**src/rtl/redstone_puller_if.sv**
```systemverilog
// Handshake bundle between the redstone_repeater output side, the puller and the
// downstream chunk sink. master = upstream/downstream environment, slave = puller.
interface redstone_puller_if #(
    parameter int REGISTER_SIZE = 32,
    parameter int NUM_BLOCKS    = 128
);
    localparam int IDX_W = $clog2(NUM_BLOCKS);

    logic [REGISTER_SIZE-1:0] data_in;
    logic                     data_valid_in;
    logic                     consumed_out;
    logic                     ready_in;
    logic [REGISTER_SIZE-1:0] chunk_out;
    logic                     chunk_valid_out;
    logic [IDX_W-1:0]         chunk_idx_out;
    logic                     chunk_last_out;

    modport master (
        output data_in, data_valid_in, ready_in,
        input  consumed_out, chunk_out, chunk_valid_out, chunk_idx_out, chunk_last_out
    );

    modport slave (
        input  data_in, data_valid_in, ready_in,
        output consumed_out, chunk_out, chunk_valid_out, chunk_idx_out, chunk_last_out
    );
endinterface

```
**src/rtl/redstone_puller.sv**
```systemverilog
// Drains one BITS_IN_NUM-bit number word by word from the repeater, waiting out the
// BRAM read latency after every advance, and re-emits each word as a push pulse.
module redstone_puller #(
    parameter int BITS_IN_NUM   = 4096,
    parameter int REGISTER_SIZE = 32,
    parameter int READ_LATENCY  = 2
) (
    input logic              clk_in,
    input logic              rst_n_in,
    redstone_puller_if.slave bus
);
    localparam int NUM_BLOCKS = BITS_IN_NUM / REGISTER_SIZE;
    localparam int IDX_W      = $clog2(NUM_BLOCKS);
    localparam int CNT_W      = $clog2(READ_LATENCY + 2);

    localparam logic [IDX_W-1:0] LAST_IDX   = IDX_W'(NUM_BLOCKS - 1);
    localparam logic [CNT_W-1:0] SETTLE_LEN = CNT_W'(READ_LATENCY + 1);

    typedef enum logic {
        WAIT,
        SETTLE
    } state_t;

    state_t                   state_q, state_d;
    logic [IDX_W-1:0]         idx_q, idx_d;
    logic [CNT_W-1:0]         settle_q, settle_d;
    logic [REGISTER_SIZE-1:0] chunk_d;
    logic [IDX_W-1:0]         chunk_idx_d;
    logic                     chunk_valid_d;
    logic                     chunk_last_d;
    logic                     consumed_d;

    // NOTE: every always_comb output gets a default first, so no path leaves a
    // variable unassigned and no latch is inferred.
    always_comb begin
        state_d       = state_q;
        idx_d         = idx_q;
        settle_d      = settle_q;
        chunk_d       = bus.chunk_out;
        chunk_idx_d   = bus.chunk_idx_out;
        chunk_valid_d = 1'b0;
        chunk_last_d  = 1'b0;
        consumed_d    = 1'b0;

        unique case (state_q)
            WAIT: begin
                if (bus.data_valid_in && bus.ready_in) begin
                    chunk_d       = bus.data_in;
                    chunk_idx_d   = idx_q;
                    chunk_last_d  = (idx_q == LAST_IDX);
                    chunk_valid_d = 1'b1;
                    consumed_d    = 1'b1;
                    idx_d         = (idx_q == LAST_IDX) ? '0 : idx_q + 1'b1;
                    settle_d      = SETTLE_LEN;
                    state_d       = SETTLE;
                end
            end
            SETTLE: begin
                // Upstream data_in is stale until the advance has passed through the BRAM.
                settle_d = settle_q - 1'b1;
                if (settle_q == CNT_W'(1)) begin
                    state_d = WAIT;
                end
            end
            default: state_d = WAIT;
        endcase
    end

    // NOTE: state registers use non-blocking assignments so every flop samples
    // the pre-edge values regardless of process evaluation order.
    always_ff @(posedge clk_in or negedge rst_n_in) begin
        if (!rst_n_in) begin
            state_q             <= WAIT;
            idx_q               <= '0;
            settle_q            <= '0;
            bus.chunk_out       <= '0;
            bus.chunk_idx_out   <= '0;
            bus.chunk_valid_out <= 1'b0;
            bus.chunk_last_out  <= 1'b0;
            bus.consumed_out    <= 1'b0;
        end else begin
            state_q             <= state_d;
            idx_q               <= idx_d;
            settle_q            <= settle_d;
            bus.chunk_out       <= chunk_d;
            bus.chunk_idx_out   <= chunk_idx_d;
            bus.chunk_valid_out <= chunk_valid_d;
            bus.chunk_last_out  <= chunk_last_d;
            bus.consumed_out    <= consumed_d;
        end
    end
endmodule

```
**src/flat_wrapper.sv**
```systemverilog
// flat-port wrapper written by rule: the top's interface ports become plain ports
module redstone_puller_flat 
#(
    parameter int BITS_IN_NUM   = 4096,
    parameter int REGISTER_SIZE = 32,
    parameter int READ_LATENCY  = 2
)
  (clk_in, rst_n_in, bus_data_in, bus_data_valid_in, bus_ready_in, bus_consumed_out, bus_chunk_out, bus_chunk_valid_out, bus_chunk_idx_out, bus_chunk_last_out);
  redstone_puller_if #(.REGISTER_SIZE(REGISTER_SIZE), .NUM_BLOCKS(128)) bus_i ();
  input logic clk_in;
  input logic rst_n_in;
  input wire logic [$bits(bus_i.data_in)-1:0] bus_data_in;
  input wire logic [$bits(bus_i.data_valid_in)-1:0] bus_data_valid_in;
  input wire logic [$bits(bus_i.ready_in)-1:0] bus_ready_in;
  output wire logic [$bits(bus_i.consumed_out)-1:0] bus_consumed_out;
  output wire logic [$bits(bus_i.chunk_out)-1:0] bus_chunk_out;
  output wire logic [$bits(bus_i.chunk_valid_out)-1:0] bus_chunk_valid_out;
  output wire logic [$bits(bus_i.chunk_idx_out)-1:0] bus_chunk_idx_out;
  output wire logic [$bits(bus_i.chunk_last_out)-1:0] bus_chunk_last_out;
  assign bus_i.data_in = bus_data_in;
  assign bus_i.data_valid_in = bus_data_valid_in;
  assign bus_i.ready_in = bus_ready_in;
  assign bus_consumed_out = bus_i.consumed_out;
  assign bus_chunk_out = bus_i.chunk_out;
  assign bus_chunk_valid_out = bus_i.chunk_valid_out;
  assign bus_chunk_idx_out = bus_i.chunk_idx_out;
  assign bus_chunk_last_out = bus_i.chunk_last_out;
  redstone_puller #(.BITS_IN_NUM(BITS_IN_NUM), .REGISTER_SIZE(REGISTER_SIZE), .READ_LATENCY(READ_LATENCY)) u_core (.clk_in(clk_in), .rst_n_in(rst_n_in), .bus(bus_i));
endmodule
```
**config.mk**
```make
export PLATFORM = sky130hd
export DESIGN_NAME = redstone_puller_flat
export DESIGN_NICKNAME = d
export VERILOG_FILES = /design/src/rtl/redstone_puller_if.sv /design/src/rtl/redstone_puller.sv /design/src/flat_wrapper.sv
export SDC_FILE = /design/constraint.sdc
export NUM_CORES = 1
export LEC_CHECK = 0
export CAP_MARGIN = 25
export CORE_MARGIN = 3
export CORE_UTILIZATION = 47
export DETAILED_ROUTE_END_ITERATION = 7
export PLACE_DENSITY = 0.85
export SYNTH_ARGS = -nofsm -noshare
export SYNTH_HDL_FRONTEND = slang
export SYNTH_SLANG_ARGS = --single-unit
```
**constraint.sdc**
```tcl
create_clock -name clk_in -period 3.3 [get_ports clk_in]
set_input_delay 0.33 -clock clk_in [delete_from_list [all_inputs] [get_ports clk_in]]
set_output_delay 0.33 -clock clk_in [all_outputs]
set_load 0.005 [all_outputs]
```
-- Yosys cells after proc, flatten, opt, wreduce, memory -nomap -nowiden
Cells that the tools add are included.
- flip-flop bits (word level): 51
- word-level logic and storage cells: 24
- output and inout bits: 42
- $add $sub $neg: 2
- multiplexer cells: 9
- eq/ne operators: 3
- reduce and logical (&&, ||, !) cells: 2
- bitwise operators: 1
- operators by type and width (operator ; number):
    adder 7 x 1 -> 7 bit, second input constant ; 1
    == test 7 bit, second input constant ; 1
    2-to-1 mux 7 bit ; 1
    2-to-1 mux 1 bit ; 5
    case mux 2 bit (2 select lines) ; 1
    == test 2 x 1 -> 1 bit, second input constant ; 1
    2-to-1 mux 2 bit ; 1
    inequality test 2 x 1 -> 1 bit, second input constant ; 1
    case mux 1 bit (2 select lines) ; 1
    AND reduction 2 bit ; 1
    subtractor 2 x 1 -> 2 bit, second input constant ; 1
    logical AND 1 bit ; 1
    NOT 1 bit ; 1

-- Logic depth before layout (Yosys ltp)
Gate-level depths: netlist (run 1).
- word-level depth: 3
- gate-level depth with buffers: 5
- depth with buffers taken out: 4

-- Least setup slack after synthesis (run 1)
Ideal clock, no wire load.
- path type: reg-to-reg
- start: register u_core.state_q
- end: register u_core.idx_q[5]
- setup time: 131 ps
- cell stages (with the launch flop): 5
- period minus slack after synthesis: 1179 ps
- arrival time: 1048 ps
- path buffers: 1
- slack: 2121 ps
- cells stage by stage: dfrtp_1 > nand3b_4 > buf_6 > o31ai_4 > o41ai_2
- longest elaborated chain between the ends: 2
- ends and longest elaborated chain (item ; line ; text):
    start, declared ; redstone_puller.sv:24 ; state_t state_q, state_d;
    start signal, assigned ; redstone_puller.sv:82 ; state_q <= state_d;
    NOT 1 bit (no source line) ; n/a ;
    AND reduction 2 bit (no source line) ; n/a ;
    end signal, assigned ; redstone_puller.sv:83 ; idx_q <= idx_d;
    end, declared ; redstone_puller.sv:25 ; logic [IDX_W-1:0] idx_q, idx_d;
No other way between the ends.
A chain may end at the register's enable or synchronous reset.

-- Worst setup path after layout (run 1)
- start: input bus_data_valid_in
- end: register u_core.idx_q[4]
- longest elaborated chain between the ends: 2
- ends and longest elaborated chain (item ; line ; text):
    start, declared ; flat_wrapper.sv:13 ; input wire logic [$bits(bus_i.data_valid_in)-1:0] bus_data_valid_in;
    logical AND 1 bit ; redstone_puller.sv:47 ; if (bus.data_valid_in && bus.ready_in) begin
    AND reduction 2 bit (no source line) ; n/a ;
No other way between the ends.

==> flow_summary.yaml, run 1 <==
layout:
  regArea_um2: 1276
  antenna_cells: 0
  final_nets: 329
  finalNonFillerCells: 342
  layout_common_cells: "nand2_1, clkdlybuf4s50_1, dfrtp_1"
  syn_to_final_growth_pct: 42.28
  drive_gt1_share_pct: 5.479
  final_common_cell: "nand2_1"
  fill_cells: 312
  final_area_um2: 2918
  multi_input_area_um2: 686.9
worst_setup_path:
  crit_chain: "clkdlybuf4s50_1, nand3b_4, inv_2, nand4_1, xnor2_1"
  crit_family: "buffers and inverters"
  rr_startpoint: "u_core.state_q"
  reg2reg_to: "u_core.idx_q[4]"
  crit_required_ps: 3490
  r2r.worst_path.cells: 4
  cp_num_buf_inv: 2
  rrSetupSlack_ps: 1700
  critPathMaxStageDelay_ps: 540
  crit_path_max_fanout: 44
  endpoint_kind: "register"
  setup.worst_path.start_class: "primary input"
  worstPathArrival_ps: 1840
  cp_slowest_cell: "clkdlybuf4s50_1"
  crit_type: "primary input to register"
outcome:
  status: "finished clean"
synthesis:
  ys.flop_type: "dfrtp_1"
  synth_fp_nets: 253
  ys_seq_area_share_pct: 62.23
  synth.avg_cell_area_um2: 9.538
  async_flop_share_pct: 100.0
  syn-instance-count: 215
  yosys.cell_types.count: 24
  synth_seq_cells: 51
  synth_warnings: 0
  synth-edff-count: 0
  syn_area_um2: 2051
routing:
  wl_per_cell_um: 12.56
  vias: 1659
  drt-total-wl_um: 4297
  dr.pass1.iters: 4
  drt-initial-drc-count: 107
  drcViolationCount: 0
  viasPerCell: 4.851
  postRouteAntennaNets: 0
timing:
  tns_ps: 0
  setup_viol: 0
  slew-limit-headroom_pct: 51.21
  skew_ps: 3.380
  worst_slack_ps: 1646
  max_freq_mhz: 604.7
  finalCritPeriodShare_pct: 50.11
  period_needed_ps: 1654
  rsz0062_at_grt: "false"
  hold_viol_final: 0
  worstMarginPinSlew_ps: 731.9
  final_max_slew_viol_count: 0
clocking:
  cts_tree: "done"
  cts_made_buffers: 5
  insertion_delay_ps: 300
  path_clk_slew_ps: 80
  cts-root-buf: "clkbuf_8"
  cts.sinks: 51
  clockBufferDepth: 2
  hold_buffers: 0
  htreeDepth: 2
  post_cts.repair.setup_buffers: 0
  cts_resized: 0
power:
  vdd_ir_drop_max_mv: 0.4442
  p_leak_nw: 1.424
  powerDensity_nw_per_um2: 796.9
  power_mw: 2.325
global_routing:
  grt_pass1_vias: 1605
  grt_max_degree: 49
  grt_overflow: 0
  grt.total_usage_pct: 17.70
  grt_pass1_wl_um: 7120
  antenna_found_initial: 0
placement:
  gp_congestion: 0.7166
  io_buffers: 77
  hpwl_um: 2966
  pre_cts_ws_ps: 1308
  placed_cells: 334
  place_area_um2: 2818
die:
  io_pins: 78
  rows: 23
  die_w_um: 72.06
  floorplan.core_area_um2: 4115
  start_util_pct: 49.83
  die_h_um: 72.06
  die_area_um2: 5192
job:
  drv_cap: 0
hold_path:
  hp-class: "primary input to async pin"
==> metal layers <==
| metal | GRT usage, % | wire, um |
|---|---|---|
| met1 | 19.12 | 1753 |
| met2 | 31.43 | 2108 |
| met3 | 5.679 | 316 |
| met4 | 8.142 | 119 |
| met5 | 0 | 0 |
==> power breakdown <==
part	switching, mW	internal [mW]	leakage [nW]	total [mW]
Combinational	0.340	0.542	0.739	0.883
Clock	0.193	0.192	0.0515	0.385
Sequential	0.170	0.888	0.634	1.06
Total	0.703	1.62	1.42	2.33
==> sequential cells by signal (all words and copies together) (netlist names) <==
signal                      cells
u_core.idx_q                    7
u_core.bus.chunk_idx_out        7
u_core.bus.chunk_out           32
u_core.bus.chunk_last_out       1
u_core.settle_q                 2
u_core.state_q                  1
u_core.bus.chunk_valid_out      1
==> area by class of cell <==
type	instances	share of cell area, %
Timing Repair Buffer	79	26.76
Sequential cell	51	43.74
Multi-Input combinational cell	151	23.54
Tap cell	50	2.144
Clock buffer	8	3.431
Inverter	3	0.3859
==> how the worst max path moves through the flow <==
stage / from / to / slack, ps / cells past startpoint
after CTS: bus_data_valid_in / u_core.idx_q[4] / 1630 / 5
final: bus_data_valid_in / u_core.idx_q[4] / 1650 / 5
after global placement: bus_data_valid_in / u_core.idx_q[4] / 1340 / 5
after global routing: bus_data_valid_in / u_core.idx_q[4] / 1510 / 5
after floorplan: u_core.state_q / u_core.idx_q[5] / 2120 / 4
after detailed placement: bus_data_valid_in / u_core.idx_q[4] / 1310 / 5
==> cells by family (layout without fill, tap and decap cells) <==
logic type               Yosys count  count (layout)  share of synthesized area, %
flip-flops                        51              51                         62.23
AND/OR/NAND/NOR                  135             135                         26.60
AO/OA/AOI/OAI                     11              11                         4.394
XOR/XNOR                           3               3                         1.282
buffers and inverters             13              90                         4.271
adder cells (fa/ha/maj)            2               2                         1.220
==> through the flow <==
stage	utilization, %	hold WS [ps]
finish	70.90	81.13
CTS	70.90	105.5
floorplan	-	34.41
global placement	68.47	439.7
global route	70.90	135.4
detailed placement	68.47	450.5
==> Yosys cell counts, types with 2 or more instances <==
| cell | n | share of area [%] |
|---|---|---|
| nand2_1 | 126 | 23 |
| dfrtp_1 | 51 | 62 |
| buf_2 | 4 | 0.98 |
| o21ai_0 | 4 | 0.98 |
| buf_4 | 3 | 1.1 |
| buf_6 | 3 | 1.6 |
| nand3_1 | 3 | 0.73 |
| a21oi_1 | 2 | 0.49 |
| ha_1 | 2 | 1.2 |
| inv_1 | 2 | 0.37 |
| xnor2_1 | 2 | 0.85 |
(Power assumes the default switching activity.)
==> run 2: changes to the inputs <==
--- a/config.mk
+++ b/config.mk
@@ -7,9 +7,9 @@
 export LEC_CHECK = 0
 export CAP_MARGIN = 25
 export CORE_MARGIN = 3
-export CORE_UTILIZATION = 47
+export CORE_UTILIZATION = 43
 export DETAILED_ROUTE_END_ITERATION = 7
-export PLACE_DENSITY = 0.85
+export PLACE_DENSITY = 0.79
 export SYNTH_ARGS = -nofsm -noshare
 export SYNTH_HDL_FRONTEND = slang
 export SYNTH_SLANG_ARGS = --single-unit
==> constraint.sdc (replaced) <==
create_clock -name clk_in -period 1.6 [get_ports clk_in]
set_input_delay 0.16 -clock clk_in [delete_from_list [all_inputs] [get_ports clk_in]]
set_output_delay 0.16 -clock clk_in [all_outputs]
set_load 0.005 [all_outputs]
==> run 2 against run 1 <==
Combinational power grew 110%. Hold slack gained 250 ps. Critical path depth shrank 4. Register-to-register slack lost 1400 ps. Design area grew 3.0%. Utilization shrank 3.8 points. Highest routed layer unchanged.
==> flow_summary.yaml, run 2 (synthesis results as in run 1) <==
worst_setup_path:
  path_depth: 1
  crit_path_max_fanout: 2
  crit_family: "buffers and inverters"
  worstPathArrival_ps: 1180
  reg2reg_to: "u_core.bus.chunk_out[25]"
  crit_chain: "clkdlybuf4s50_1"
  r2r.worst_path.cells: 5
  crit_required_ps: 1440
  cp_slowest_cell: "clkdlybuf4s50_1"
  crit_end: "bus_chunk_out[28]"
  cp_num_buf_inv: 1
  critPathMaxStageDelay_ps: 510
  crit_type: "register to output pin"
  rr_startpoint: "u_core.state_q"
  endpoint_kind: "output pin"
  setup.worst_path.start_class: "register"
  rrSetupSlack_ps: 260
  cp-startpoint: "u_core.bus.chunk_out[28]"
timing:
  setup_viol: 0
  rsz0062_at_grt: "false"
  tns_ps: 0
  final_max_slew_viol_count: 0
  max_freq_mhz: 744.3
  period_needed_ps: 1343
  hold_viol_final: 0
  skew_ps: 4.710
  worstMarginPinSlew_ps: 457.1
  finalCritPeriodShare_pct: 83.97
  slew-limit-headroom_pct: 69.53
layout:
  final_common_cell: "nand2_1"
  largest_reg_flops: 32
  drive_gt1_share_pct: 7.383
  final_core_util_pct: 67.14
  layout_common_cells: "nand2_1, clkdlybuf4s50_1, dfrtp_1"
  reg_top3: "u_core.bus.chunk_out x32, u_core.bus.chunk_idx_out x7, u_core.idx_q x7"
  final_nets: 335
  regMostFlops: "u_core.bus.chunk_out"
  syn_to_final_growth_pct: 46.49
  antenna_cells: 0
power:
  seqPwrFrac_pct: 42.9
  powerDensity_nw_per_um2: 1700
  power.share.clock_pct: 20.5
  netSwitchingPower_mw: 1.506
  p_int_mw: 3.602
  switching_share_pct: 29.48
  vdd_ir_drop_max_mv: 0.8684
  p_leak_nw: 1.466
  power_mw: 5.109
  p_comb_share_pct: 36.6
die:
  io_pins: 78
  die_area_um2: 5634
  floorplan.core_area_um2: 4474
  rows: 24
  die_h_um: 75.06
  start_util_pct: 45.83
  die_w_um: 75.06
routing:
  viasPerCell: 4.769
  drcViolationCount: 0
  drt-total-wl_um: 4353
  wl_per_cell_um: 12.44
  dr.pass1.iters: 3
  drt-initial-drc-count: 40
  postRouteAntennaNets: 0
  vias: 1669
clocking:
  path_clk_slew_ps: 90
  htreeDepth: 2
  cts_tree: "done"
  cts.sinks: 51
  cts_made_buffers: 5
  insertion_delay_ps: 300
  clockBufferDepth: 2
  cts_resized: 0
  cts-root-buf: "clkbuf_8"
job:
  drv_cap: 0
placement:
  io_buffers: 77
  hpwl_um: 3178
  gp_congestion: 0.7632
global_routing:
  grt.total_usage_pct: 15.85
  grt_max_degree: 23
  antenna_found_initial: 0
  grt_pass1_vias: 1544
  grt_pass1_wl_um: 6858
  grt_overflow: 0
outcome:
  status: "finished clean"
hold_path:
  hp-class: "primary input to async pin"
-- run 2: area by class of cell --
| type | count | area [um^2] |
|---|---|---|
| Inverter | 3 | 11.26 |
| Fill cell | 358 | 1470 |
| Sequential cell | 51 | 1276 |
| Clock inverter | 3 | 67.56 |
| Clock buffer | 5 | 68.82 |
| Timing Repair Buffer | 85 | 828.3 |
| Tap cell | 52 | 65.06 |
| Multi-Input combinational cell | 151 | 686.9 |
-- run 2: what timing repair did --
| item | in CTS | in global routing |
|---|---|---|
| hold buffers | 1 | 0 |
| setup buffers | 0 | 0 |
| endpoints found under the hold margin | 20 | 0 |
-- run 2: worst min-delay path by stage --
stage,cells after the start,endpoint,startpoint,slack [ps]
after detailed placement,1,u_core.bus.chunk_out[4],rst_n_in,130
after global routing,2,u_core.bus.chunk_out[3],rst_n_in,380
after floorplan,0,u_core.bus.chunk_idx_out[0],rst_n_in,-140
after global placement,1,u_core.bus.chunk_out[3],rst_n_in,130
after CTS,2,u_core.bus.chunk_out[4],rst_n_in,340
final,2,u_core.bus.chunk_out[1],rst_n_in,330
-- run 2: layer usage --
metal  wire length, um  global-route usage [%]  vias up
li1                  -                       -      829
met1              1906                   19.72      778
met2              2040                   26.40       60
met3               387                   6.676        2
met4                19                   2.372        0
met5                 0                       0        -
-- run 2: per-stage QoR --
| step | instances | setup slack (ps) | hold slack, ps | instance area (um^2) |
|---|---|---|---|---|
| 3_3_place_gp | 341 | 115.2 | 133.2 | 2858 |
| 6_report | 350 | 256.5 | 332.1 | 3004 |
| 4_1_cts | 350 | 244.8 | 344.7 | 3004 |
| 3_5_place_dp | 341 | 59.00 | 135.0 | 2858 |
| 2_1_floorplan | 215 | 420.5 | -135.6 | 2051 |
| 5_1_grt | 350 | 146.5 | 376.0 | 3004 |
-- run 2: power by group through the flow --
stage                     clock [mW]  sequential (mW)  combinational [mW]
after floorplan                    0             2.21               0.660
after global placement             0             2.20                1.83
after detailed placement           0             2.21                1.89
after CTS                       1.07             2.20                1.91
after global routing            1.11             2.27                2.09
final                           1.05             2.19                1.87
